===== config.mk =====
export PLATFORM = sky130hd
export DESIGN_NAME = fsk_tone_sequencer
export DESIGN_NICKNAME = d
export VERILOG_FILES = /design/src/rtl/fsk_pkg.sv /design/src/rtl/fsk_frac_dither.sv /design/src/rtl/fsk_tone_sequencer.sv
export SDC_FILE = /design/constraint.sdc
export NUM_CORES = 1
export LEC_CHECK = 0
export ABC_AREA = 1
export CAP_MARGIN = 20
export CORE_UTILIZATION = 51
export CTS_BUF_LIST = sky130_fd_sc_hd__clkbuf_8
export CTS_CLUSTER_DIAMETER = 120
export DETAILED_ROUTE_END_ITERATION = 12
export PLACE_DENSITY = 0.88
export RECOVER_POWER = 50
export SLEW_MARGIN = 20
export SYNTH_ARGS = -nofsm -noshare
export SYNTH_HDL_FRONTEND = slang
export SYNTH_SLANG_ARGS = --single-unit

===== constraint.sdc =====
create_clock -name clk -period 3.3 [get_ports clk]
set_input_delay 0.825 -clock clk [delete_from_list [all_inputs] [get_ports clk]]
set_output_delay 0.825 -clock clk [all_outputs]
set_load 0.02 [all_outputs]

===== src/rtl/fsk_pkg.sv =====
// Shared FSK definitions: sequencer state encoding and the default tone plan
// used by the divider, demodulator and sequencer blocks.
package fsk_pkg;

  typedef enum logic {
    IDLE = 1'b0,
    TONE = 1'b1
  } state_e;

  localparam int FSK_MARK_DIV   = 98;
  localparam int FSK_MARK_FRAC  = 8;
  localparam int FSK_SPACE_DIV  = 120;
  localparam int FSK_SPACE_FRAC = 0;
  localparam int FSK_IDLE_DIV   = 98;
  localparam int FSK_BIT_CYCLES = 1000;

endpackage


===== src/rtl/fsk_frac_dither.sv =====
// Fractional-N dither: a FRAC_W-bit phase accumulator whose carry bumps the
// selected base count by one for the divider period following a step.
module fsk_frac_dither
  import fsk_pkg::*;
#(
  parameter int CNT_W      = 32,
  parameter int FRAC_W     = 4,
  parameter int MARK_DIV   = FSK_MARK_DIV,
  parameter int MARK_FRAC  = FSK_MARK_FRAC,
  parameter int SPACE_DIV  = FSK_SPACE_DIV,
  parameter int SPACE_FRAC = FSK_SPACE_FRAC
) (
  input  logic             clk,
  input  logic             rst,
  input  logic             clear_i,
  input  logic             step_i,
  input  logic             sel_i,
  output logic [CNT_W-1:0] count_o
);

  logic [FRAC_W-1:0] acc_q, acc_d;
  logic [FRAC_W-1:0] frac;
  logic [FRAC_W:0]   sum;
  logic [CNT_W-1:0]  base;

  assign frac    = sel_i ? FRAC_W'(MARK_FRAC) : FRAC_W'(SPACE_FRAC);
  assign base    = sel_i ? CNT_W'(MARK_DIV) : CNT_W'(SPACE_DIV);
  assign sum     = {1'b0, acc_q} + {1'b0, frac};
  // count_o is only meaningful as the value to load on a step edge
  assign count_o = base + CNT_W'(sum[FRAC_W]);

  always_comb begin
    acc_d = acc_q;
    if (clear_i) begin
      acc_d = '0;
    end else if (step_i) begin
      acc_d = sum[FRAC_W-1:0];
    end
  end

  always_ff @(posedge clk or posedge rst) begin
    if (rst) begin
      acc_q <= '0;
    end else begin
      acc_q <= acc_d;
    end
  end

endmodule


===== src/rtl/fsk_tone_sequencer.sv =====
// Bit-level FSK controller: accepts serial bits over valid/ready, holds each
// for BIT_CYCLES clocks and drives the (dithered) divider reload value.
module fsk_tone_sequencer
  import fsk_pkg::*;
#(
  parameter int CNT_W      = 32,
  parameter int FRAC_W     = 4,
  parameter int MARK_DIV   = FSK_MARK_DIV,
  parameter int MARK_FRAC  = FSK_MARK_FRAC,
  parameter int SPACE_DIV  = FSK_SPACE_DIV,
  parameter int SPACE_FRAC = FSK_SPACE_FRAC,
  parameter int IDLE_DIV   = FSK_IDLE_DIV,
  parameter int BIT_CYCLES = FSK_BIT_CYCLES
) (
  input  logic             clk,
  input  logic             rst,
  input  logic             enable,
  input  logic             bit_valid,
  input  logic             bit_data,
  output logic             bit_ready,
  input  logic             div_tick,
  output logic [CNT_W-1:0] count_value,
  output logic             tone_active,
  output logic             underrun
);

  localparam int DW_W = (BIT_CYCLES > 2) ? $clog2(BIT_CYCLES) : 1;

  state_e            state_q;
  logic [DW_W-1:0]   dwell_q;
  logic              cur_bit_q;
  logic [CNT_W-1:0]  count_value_q;
  logic              tone_active_q;
  logic              underrun_q;

  logic              dwell_zero;
  logic              xfer;
  logic              dither_step;
  logic              dither_clear;
  logic [CNT_W-1:0]  dither_count;
  logic [CNT_W-1:0]  load_base;

  assign dwell_zero   = (dwell_q == '0);
  assign bit_ready    = !rst && enable && ((state_q == IDLE) || dwell_zero);
  assign xfer         = bit_valid && bit_ready;
  assign dither_step  = (state_q == TONE) && !dwell_zero && div_tick;
  // Leaving a bit (either to a new bit or to idle) always restarts the phase
  assign dither_clear = (state_q == IDLE) || dwell_zero;
  assign load_base    = bit_data ? CNT_W'(MARK_DIV) : CNT_W'(SPACE_DIV);

  fsk_frac_dither #(
    .CNT_W      (CNT_W),
    .FRAC_W     (FRAC_W),
    .MARK_DIV   (MARK_DIV),
    .MARK_FRAC  (MARK_FRAC),
    .SPACE_DIV  (SPACE_DIV),
    .SPACE_FRAC (SPACE_FRAC)
  ) u_dither (
    .clk     (clk),
    .rst     (rst),
    .clear_i (dither_clear),
    .step_i  (dither_step),
    .sel_i   (cur_bit_q),
    .count_o (dither_count)
  );

  always_ff @(posedge clk or posedge rst) begin
    if (rst) begin
      state_q       <= IDLE;
      dwell_q       <= '0;
      cur_bit_q     <= 1'b0;
      count_value_q <= CNT_W'(IDLE_DIV);
      tone_active_q <= 1'b0;
      underrun_q    <= 1'b0;
    end else begin
      underrun_q <= 1'b0;
      if (xfer) begin
        // A load always wins over a coincident div_tick: no carry applied
        state_q       <= TONE;
        cur_bit_q     <= bit_data;
        dwell_q       <= DW_W'(BIT_CYCLES - 1);
        count_value_q <= load_base;
        tone_active_q <= 1'b1;
      end else begin
        unique case (state_q)
          IDLE: begin
            count_value_q <= CNT_W'(IDLE_DIV);
            tone_active_q <= 1'b0;
          end
          TONE: begin
            if (!dwell_zero) begin
              dwell_q <= dwell_q - DW_W'(1);
              if (div_tick) begin
                count_value_q <= dither_count;
              end
            end else begin
              state_q       <= IDLE;
              count_value_q <= CNT_W'(IDLE_DIV);
              tone_active_q <= 1'b0;
              underrun_q    <= enable;
            end
          end
        endcase
      end
    end
  end

  assign count_value = count_value_q;
  assign tone_active = tone_active_q;
  assign underrun    = underrun_q;

endmodule


* Yosys cells after proc, flatten, opt, wreduce, memory -nomap -nowiden
Cells that the tools add are included.
** Operators by class
- Mux-type cells :: 21
- Bitwise gates (word level) :: 1
- Add/subtract/negate cells :: 3
- Reduce and logical (&&, ||, !) cells :: 12
- Equality and inequality tests :: 3
** Operator list (number)
- $mux W32 :: 3
- $pmux W32 S2 :: 1
- $add A32 B1 Y32 :: 1
- $mux W10 :: 3
- $mux W4 :: 3
- $logic_not A10 Y1 :: 1
- $mux W5 :: 2
- $sub A10 B1 Y10 const B :: 1
- $mux W1 :: 8
- $add A4 B4 Y5 :: 1
- $logic_and A1 B1 Y1 :: 5
- $ne A4 B2 Y1 const B :: 1
- $reduce_bool A2 Y1 :: 2
- $ne A3 B1 Y1 const B :: 1
- $logic_not A1 Y1 :: 2
- $ne A2 B1 Y1 const B :: 1
- $pmux W1 S2 :: 1
- $reduce_and A2 Y1 :: 1
- $logic_or A1 B1 Y1 :: 1
- $not A1 Y1 :: 1
** Word-level totals
- Logic and storage cells :: 47
- Flip-flop bits (word level) :: 50
- Output and inout port bits :: 35
- Bits of input ports :: 6

* Depth between registers and ports, before layout
Gate-level depths: netlist of the first run.
- Word-level depth :: 7
- Mapped depth :: 10
- Mapped depth without buffers :: 10

* Cells and area by module
From an unflattened synthesis of the first run, not the netlist that was laid out.
** Unflattened totals
- Cells, all modules :: 283
- Area total of the unflattened synthesis :: 2388.5 µm²
** Modules (own cells, without submodules)
- fsk_tone_sequencer :: sequential area each 1154.9 µm², times used 1, cells an instance 242, area an instance 2090.8 µm²
- fsk_frac_dither :: sequential area each 25.0 µm², times used 1, cells an instance 41, area an instance 297.8 µm²

* Worst setup path after synthesis of the first run
Ideal clock, no wire load.
- Path type :: register -> output
- From :: reg dwell_q[0]
- To :: out bit_ready
- Arrival :: 1.568 ns
- Setup slack :: 0.907 ns
- Data required time :: 2.475 ns
- Cell stages (with the launch flop) :: 9
- Buffers on the path :: 0
- Path through :: dfrtp_1 inv_1 ha_1 nand2_1 nor2_2 nand2_2 nand2_4 inv_1 nor3_1
** On the way
- Word-level cells in the longest chain between the ends :: 3
** Ends and longest elaborated chain
- from (decl) :: RTL line fsk_tone_sequencer.sv:30 : logic [DW_W-1:0] dwell_q;
- from (signal assigned) :: RTL line fsk_tone_sequencer.sv:81 : dwell_q <= DW_W'(BIT_CYCLES - 1);
- from (signal assigned) :: RTL line fsk_tone_sequencer.sv:92 : dwell_q <= dwell_q - DW_W'(1);
- $logic_not A10 Y1 :: RTL line fsk_tone_sequencer.sv:43 : assign dwell_zero = (dwell_q == '0);
- $logic_or A1 B1 Y1 :: RTL line fsk_tone_sequencer.sv:44 : assign bit_ready = !rst && enable && ((state_q == IDLE) || dwell_zero);
- $logic_and A1 B1 Y1 :: RTL line fsk_tone_sequencer.sv:44
- to (decl) :: RTL line fsk_tone_sequencer.sv:20 : output logic bit_ready,
Every way passes these cells.

* Worst setup path in the final report of the first run
- From :: reg dwell_q[1]
- To :: out bit_ready
The elaborated chain is that of the path after synthesis.

==> metrics.txt, run 1 <==
status=completed; required time of the critical path=2.47 ns; # fillers=197; post-CTS setup buffers=0; peak supply drop=0.263 mV; Static Leak=0.689 nW; Rel. slew slack=55.1%; # DRC=0; most frequent cells in the layout=nand2_1 (38), conb_1 (28), nand3_1 (20); drt first pass iters=4; max cap viols=0; setup TNS=0 ns; CP startpoint=dwell_q[1]; DR vias=965; Hold Path Origin=count_value[1]; Setup crit start kind=register; RSZ-0062 raised after global routing=no; #FFs+latches synth=18; Vias/cell=4.80; Max FO, Critical Path=17; max-slew violations=0; Yosys warnings=0; routability congestion estimate=0.822; Seq/Total Area, Yosys=36.8%; Clock Latency Late Sink=0.26 ns; worst-margin pin slew=0.674 ns; Routed WL=2310 um; first-pass GRT wire length=3820 um; CTS tree=yes; core area=2230 um^2; Worst Path Buf+Inv=3; largest net degree at the start of global routing=20; initial drt markers=20; Worst Clk Skew=0.00116 ns; antenna violations before repair=0; Total Routing Usage GR=20.1%; post-DR wirelength/cell=11.5 um; FP Rows=17; fin nets=183; layout cells sized above 1=7.51%; cell mode on critical path=inv_1; Pwr Total=0.000457 W; Cell Pwr Density=349 nW/um^2; total global routing overflow=0; Initial Util=55.0%; Period Utilization, post-route=85.1%; Netlist Area Pre-Place=1230 um^2; clock slew seen by the registers of the worst setup and hold paths=0.07 ns; Num CTS Buffers=3; IO buf count=12; Antenna Cells=0; CTS HTree Levels=1; maximum clock path buffer count=2; final hold violations=0; cell family with most CP delay=simple AND/OR/NAND/NOR gates; dpl hpwl=1720 um; cts hold-fix bufs=0; Die X=51.1 um; WS Path Type=register to primary output; slowest stage cell, crit path=dfrtp_1; root buffer cell=clkbuf_8; crit path DAT=1.98 ns; CP endpoint kind=primary output; Avg Inst Size Synth=7.63 um^2; # IOs=41; Final min period=2.81 ns; worst r2r src=dwell_q[1]; clk sinks=18; Setup Viol. Count Final=0; slowest stage delay, CP=0.40 ns; Final ANT Viol Nets=0; crit-path cells=inv_1, ha_1, nand2_1, nor2_2, nand2_2, nand2_4, inv_1, nor3_1, dlymetal6s2s_1; most common cell after layout, fill and taps aside=nand2_1; Area Growth Syn to Fin=6.62%; Die Ht=51.1 um; Die Area=2610 um^2; vias in the first global route=875; Syn Inst Count=161; Netlist cell types=22; Fmax=356 MHz; Hold Path Class=register to register
## final cells by class
cell class / count / area (um^2) / share of cell area [%]
clock buffer: 4 / 55.1 / 4.20
tap: 28 / 35.0 / 2.67
timing repair buffer: 13 / 130 / 9.93
multi-input combinational: 120 / 571 / 43.6
inverter: 18 / 67.6 / 5.16
sequential: 18 / 452 / 34.5
## logic make-up (layout without fill, tap and decap cells)
kind of cell	Yosys count	in the layout	synth area share, %
simple gates	82	82	31.7
buf+inv	49	35	24.7
flops	18	18	36.8
compound gates	6	6	2.44
fa+ha+maj	3	3	3.06
other cells	2	28	0.611
xor+xnor	1	1	0.713
## path summary, 6_finish.rpt
check / end / slack, ns / cells past startpoint
max in group asynchronous: dwell_q[1] / 1.72 / 2
worst max-delay path: bit_ready / 0.49 / 9
worst min register to register: count_value[1] / 0.48 / 2
min in group asynchronous: u_dither.acc_q[3] / 1.15 / 2
worst max register to register: count_value[3] / 1.64 / 10
worst min-delay path: count_value[1] / 0.48 / 2
## cell usage after synthesis (all sizes together)
cell type	n	share of area, %
nand4	5	3.1
conb	2	0.61
nand3b	2	1.2
xor2	1	0.71
inv	18	5.5
buf	31	19
nand3	21	9.6
dfrtp	17	35
nor2	13	4.4
nand2	40	13
dfstp	1	2.1
nor3	1	0.41
a21oi	2	0.81
o21ai	4	1.6
ha	3	3.1
## flip-flops by register name, summed over array words and instances, names as in the netlist
register / cells
count_value: 3
u_dither.acc_q: 1
cur_bit_q: 1
dwell_q: 10
state_q: 1
underrun: 1
tone_active: 1
## what timing repair did
action,in CTS,in global routing
gates resized for setup,0,1
endpoints found under the setup margin,0,1
endpoints found under the hold margin,0,0
## report_power, final
part | switching, W | total, W | leakage [nW] | internal [W]
clock network | 0.0000788 | 0.000185 | 0.0288 | 0.000106
registers | 0.000000666 | 0.000222 | 0.199 | 0.000221
logic | 0.0000412 | 0.0000500 | 0.461 | 0.00000884
total | 0.000121 | 0.000457 | 0.689 | 0.000337
## metrics by stage
| stage | area [um^2] | std cells | worst slack, ns | util, % | hold WS [ns] |
|---|---|---|---|---|---|
| after floorplan | 1330 | 187 | 0.907 | - | 0.451 |
| after CTS | 1310 | 201 | 0.0963 | 58.5 | 0.478 |
| after global routing | 1310 | 201 | 0.364 | 58.7 | 0.498 |
| after detailed placement | 1250 | 197 | 0.279 | 56.1 | 0.469 |
| final | 1310 | 201 | 0.492 | 58.7 | 0.476 |
| after global placement | 1250 | 197 | 0.313 | 56.1 | 0.460 |
## layer usage
layer | up-vias | routed length, um | track usage, %
li1 | 472 | - | -
met1 | 457 | 977 | 24.2
met2 | 29 | 1190 | 34.2
met3 | 7 | 95 | 3.27
met4 | 0 | 52 | 10.2
met5 | - | 0 | 0
## tightest hold or removal path, delay by kind of cell, from the launching register on
family           cells  cell delay [ns]
flip-flops           1             0.37
AND/OR/NAND/NOR      2             0.10
Note: power is estimated with default switching activity, not from simulation.
==> run 2: changes to the inputs <==
MAX_ROUTING_LAYER = met4   (was not set)
clock period = 3.5 ns   (was 3.3 ns; I/O delays follow)
==> metrics.txt, run 2 (same netlist as run 1, synthesis figures left out) <==
max cap viols=0; core area=2230 um^2; required time of the critical path=2.62 ns; root buffer cell=clkbuf_8; Clock Latency Late Sink=0.26 ns; post_cts resized=0; status=completed; Die Ht=51.1 um; antenna violations before repair=0; post-CTS setup buffers=0; peak supply drop=0.199 mV; FP Rows=17; Worst Clk Skew=0.00577 ns; layout cells sized above 1=6.40%; GR Layer Usage met3=3.27%; Die Area=2610 um^2; # DRC=0; # IOs=41; clk sinks=18; # fillers=209; initial drt markers=25; Final ANT Viol Nets=0; Initial Util=55.0%; IO buf count=12; CTS HTree Levels=1; Rel. slew slack=55.1%; cts hold-fix bufs=0; total global routing overflow=0; Final min period=3.30 ns; crit path DAT=2.42 ns; Register Area=452 um^2; M1 GR Usage=22.8%; routability congestion estimate=0.824; setup TNS=0 ns; RSZ-0062 raised after global routing=no; Fmax=303 MHz; final core occ=57.8%; maximum clock path buffer count=2; most frequent cells in the layout=nand2_1 (38), conb_1 (28), nand3_1 (20); WS Path Type=register to primary output; Hold Path Class=register to register; Area Growth Syn to Fin=4.99%; vias in the first global route=899; footprint of the multi-input gates=571 um^2; Total Routing Usage GR=19.6%; CTS tree=yes; DR vias=962; Vias/cell=4.81; drt first pass iters=4; Biggest register=dwell_q; Period Utilization, post-route=94.3%; clock slew seen by the registers of the worst setup and hold paths=0.06 ns; max-slew violations=0; Setup crit start kind=register; CP endpoint kind=primary output; Antenna Cells=0; Static Leak=0.664 nW; busiest layer in global routing=met2; Max FO, Critical Path=17; most common cell after layout, fill and taps aside=nand2_1; dpl hpwl=1640 um; Num CTS Buffers=3; Die X=51.1 um; met2 GRT Util=30.9%; worst-margin pin slew=0.674 ns; Largest register FFs=10; largest net degree at the start of global routing=20; fin nets=182; first-pass GRT wire length=3660 um; post-DR wirelength/cell=11.1 um; Cell Pwr Density=314 nW/um^2; Routed WL=2230 um; Setup Viol. Count Final=0; final hold violations=0
run 2: changes by cell type in the layout (fill, tap and decap cells not counted), sizes merged:
cell	previous run	this run
buf	1	0
clkbuf	4	3
clkdlybuf4s50	9	10
dlymetal6s2s	1	0
inv	18	19
run 2: critical path, cell delays in order, from the launching register on:
cell             delay, ns
dfrtp_1               0.38
inv_1                 0.20
ha_1                  0.19
nand2_1               0.06
nor2_2                0.09
nand2_2               0.08
nand2_4               0.20
inv_1                 0.18
nor3_1                0.17
clkdlybuf4s50_1       0.63
run 2: routing by layer:
layer  routed length [um]  share of wire (%)
met4                   68                3.1
met1                  945                 42
met2                 1090                 49
met3                  122                5.5
met5                    0                  0
run 2: report_power, final:
part           total (W)  switching (W)  internal (W)
sequential      0.000209    0.000000619      0.000209
clock           0.000148      0.0000704     0.0000780
combinational  0.0000468      0.0000384    0.00000833
run 2: layout make-up:
type,count,area share (%)
multi-input combinational,120,44.2
sequential,18,35.0
timing repair buffer,12,9.31
inverter,18,5.24
tap,28,2.72
clock inverter,1,0.291
clock buffer,3,3.20
run 2: stage by stage:
stage / hold slack (ns) / power (W) / worst slack, ns / std cells / area (um^2)
global placement: 0.459 / 0.000259 / 0.413 / 196 / 1240
finish: 0.473 / 0.000405 / 0.200 / 200 / 1290
floorplan: 0.451 / 0.000273 / 1.06 / 187 / 1330
detailed placement: 0.466 / 0.000260 / 0.419 / 196 / 1240
CTS: 0.475 / 0.000405 / 0.204 / 200 / 1290
global route: 0.486 / 0.000422 / 0.0545 / 200 / 1290
run 2: path summary, 6_finish.rpt:
kind | end | startpoint | slack (ns) | cells past startpoint
setup / recovery | bit_ready | dwell_q[0] | 0.20 | 9
hold / removal | count_value[1] | count_value[1] | 0.47 | 2
setup reg to reg | dwell_q[9] | dwell_q[0] | 1.69 | 10
hold reg to reg | count_value[1] | count_value[1] | 0.47 | 2
max in group asynchronous | u_dither.acc_q[3] | rst | 1.84 | 2
min in group asynchronous | tone_active | rst | 1.23 | 2
==> run 3: changes to the inputs <==
CORE_UTILIZATION = 42   (was 51)
MAX_ROUTING_LAYER = not set   (was met4)
PLACE_DENSITY = 0.77   (was 0.88)
clock period = 2.75 ns   (was 3.5 ns; I/O delays follow)
==> metrics.txt, run 3 (same netlist as run 1, synthesis figures left out) <==
CP startpoint=dwell_q[2]; dpl hpwl=1600 um; Place WS=0.0752 ns; Die X=56.1 um; final hold violations=0; Antenna Cells=0; Worst Clk Skew=0.00159 ns; drt first pass iters=4; Final ANT Viol Nets=0; status=completed; post-DR wirelength/cell=10.3 um; first-pass GRT wire length=3610 um; # DRC=0; maximum clock path buffer count=2; initial drt markers=17; setup ws final=0.239 ns; peak supply drop=0.322 mV; worst r2r src=dwell_q[2]; crit path DAT=1.82 ns; worst-margin pin slew=0.732 ns; required time of the critical path=2.06 ns; Die Ht=56.1 um; Initial Util=44.6%; CTS HTree Levels=1; routability congestion estimate=0.787; Routed WL=2110 um; WS Path Type=register to primary output; hold_ws=0.478 ns; Max FO, Critical Path=7; IO buf count=12; Hold Path Origin=count_value[1]; Hold Path Class=register to register; Cell Pwr Density=392 nW/um^2; core area=2760 um^2; Period Utilization, post-route=91.3%; CTS tree=yes; cts hold-fix bufs=0; R2R setup slack=0.49 ns; Largest register FFs=10; vias in the first global route=843; FP Rows=19; Biggest register=dwell_q; Final min period=2.51 ns; Setup crit start kind=register; slowest stage cell, crit path=dfrtp_1; Vias/cell=4.62; Static Leak=0.674 nW; Fmax=398 MHz; Total Routing Usage GR=14.9%; root buffer cell=clkbuf_8; largest net degree at the start of global routing=20; cell mode on critical path=nor2_2; CP endpoint kind=primary output; # fillers=283; antenna violations before repair=0; Area Growth Syn to Fin=6.11%; post-CTS setup buffers=0; fin nets=184; clock slew seen by the registers of the worst setup and hold paths=0.06 ns; most common cell after layout, fill and taps aside=nand2_1; Die Area=3150 um^2; final core occ=47.3%; max cap viols=0; DR vias=947; layout cells sized above 1=6.90%; setup TNS=0 ns; crit-path cells=nor2_2, inv_2, nor2_2, nand2_2, nand2_4, inv_1, nor3_1, dlygate4sd2_1; Num CTS Buffers=3; max-slew violations=0; RSZ-0062 raised after global routing=no; total global routing overflow=0; most frequent cells in the layout=nand2_1 (38), conb_1 (28), nand3_1 (20); slowest stage delay, CP=0.42 ns; Clock Latency Late Sink=0.25 ns; clk sinks=18; Setup Viol. Count Final=0; Rel. slew slack=51.2%; # IOs=41
[run 3: per-stage QoR]
stage                     power [W]  area [um^2]  cells
after detailed placement   0.000331         1260    201
after CTS                  0.000519         1310    205
after floorplan            0.000348         1330    187
after global routing       0.000533         1300    205
after global placement     0.000331         1260    201
final                      0.000511         1300    205
[run 3: cell type report]
| type | instances | area [um^2] | area share [%] |
|---|---|---|---|
| Clock inverter | 1 | 3.75 | 0.288 |
| Inverter | 18 | 67.6 | 5.18 |
| Clock buffer | 3 | 41.3 | 3.17 |
| Timing Repair Buffer | 14 | 130 | 9.98 |
| Tap cell | 31 | 38.8 | 2.98 |
| Sequential cell | 18 | 452 | 34.6 |
| Multi-Input combinational cell | 120 | 571 | 43.8 |
[run 3: report_power, final]
group / switching, W / total (W) / internal (W)
Sequential: 0.000000648 / 0.000267 / 0.000266
Clock: 0.0000855 / 0.000185 / 0.0000992
Combinational: 0.0000484 / 0.0000592 / 0.0000109
[run 3: timing repair]
item / CTS / global route
endpoints found under the setup margin: 1 / 0
resized for setup: 1 / 0
endpoints found under the hold margin: 0 / 0
[run 3: layer usage]
| layer | part of all wire, % | GRT usage (%) |
|---|---|---|
| met3 | 5.7 | 5.12 |
| met4 | 1.9 | 8.01 |
| met5 | 0 | 0 |
| met2 | 48 | 22.6 |
| met1 | 44 | 18.6 |
[run 3: critical path, delay by kind of cell (launching register included)]
kind / cells / cell delay (ns)
buffers and inverters: 3 / 0.54
flip-flops: 1 / 0.42
AND/OR/NAND/NOR: 5 / 0.60
[run 3: path summary, 6_finish.rpt]
kind | to | cells past startpoint
max | bit_ready | 8
min | count_value[1] | 2
max reg2reg | dwell_q[8] | 10
min reg2reg | count_value[1] | 2
max in group asynchronous | dwell_q[9] | 2
min in group asynchronous | count_value[3] | 2
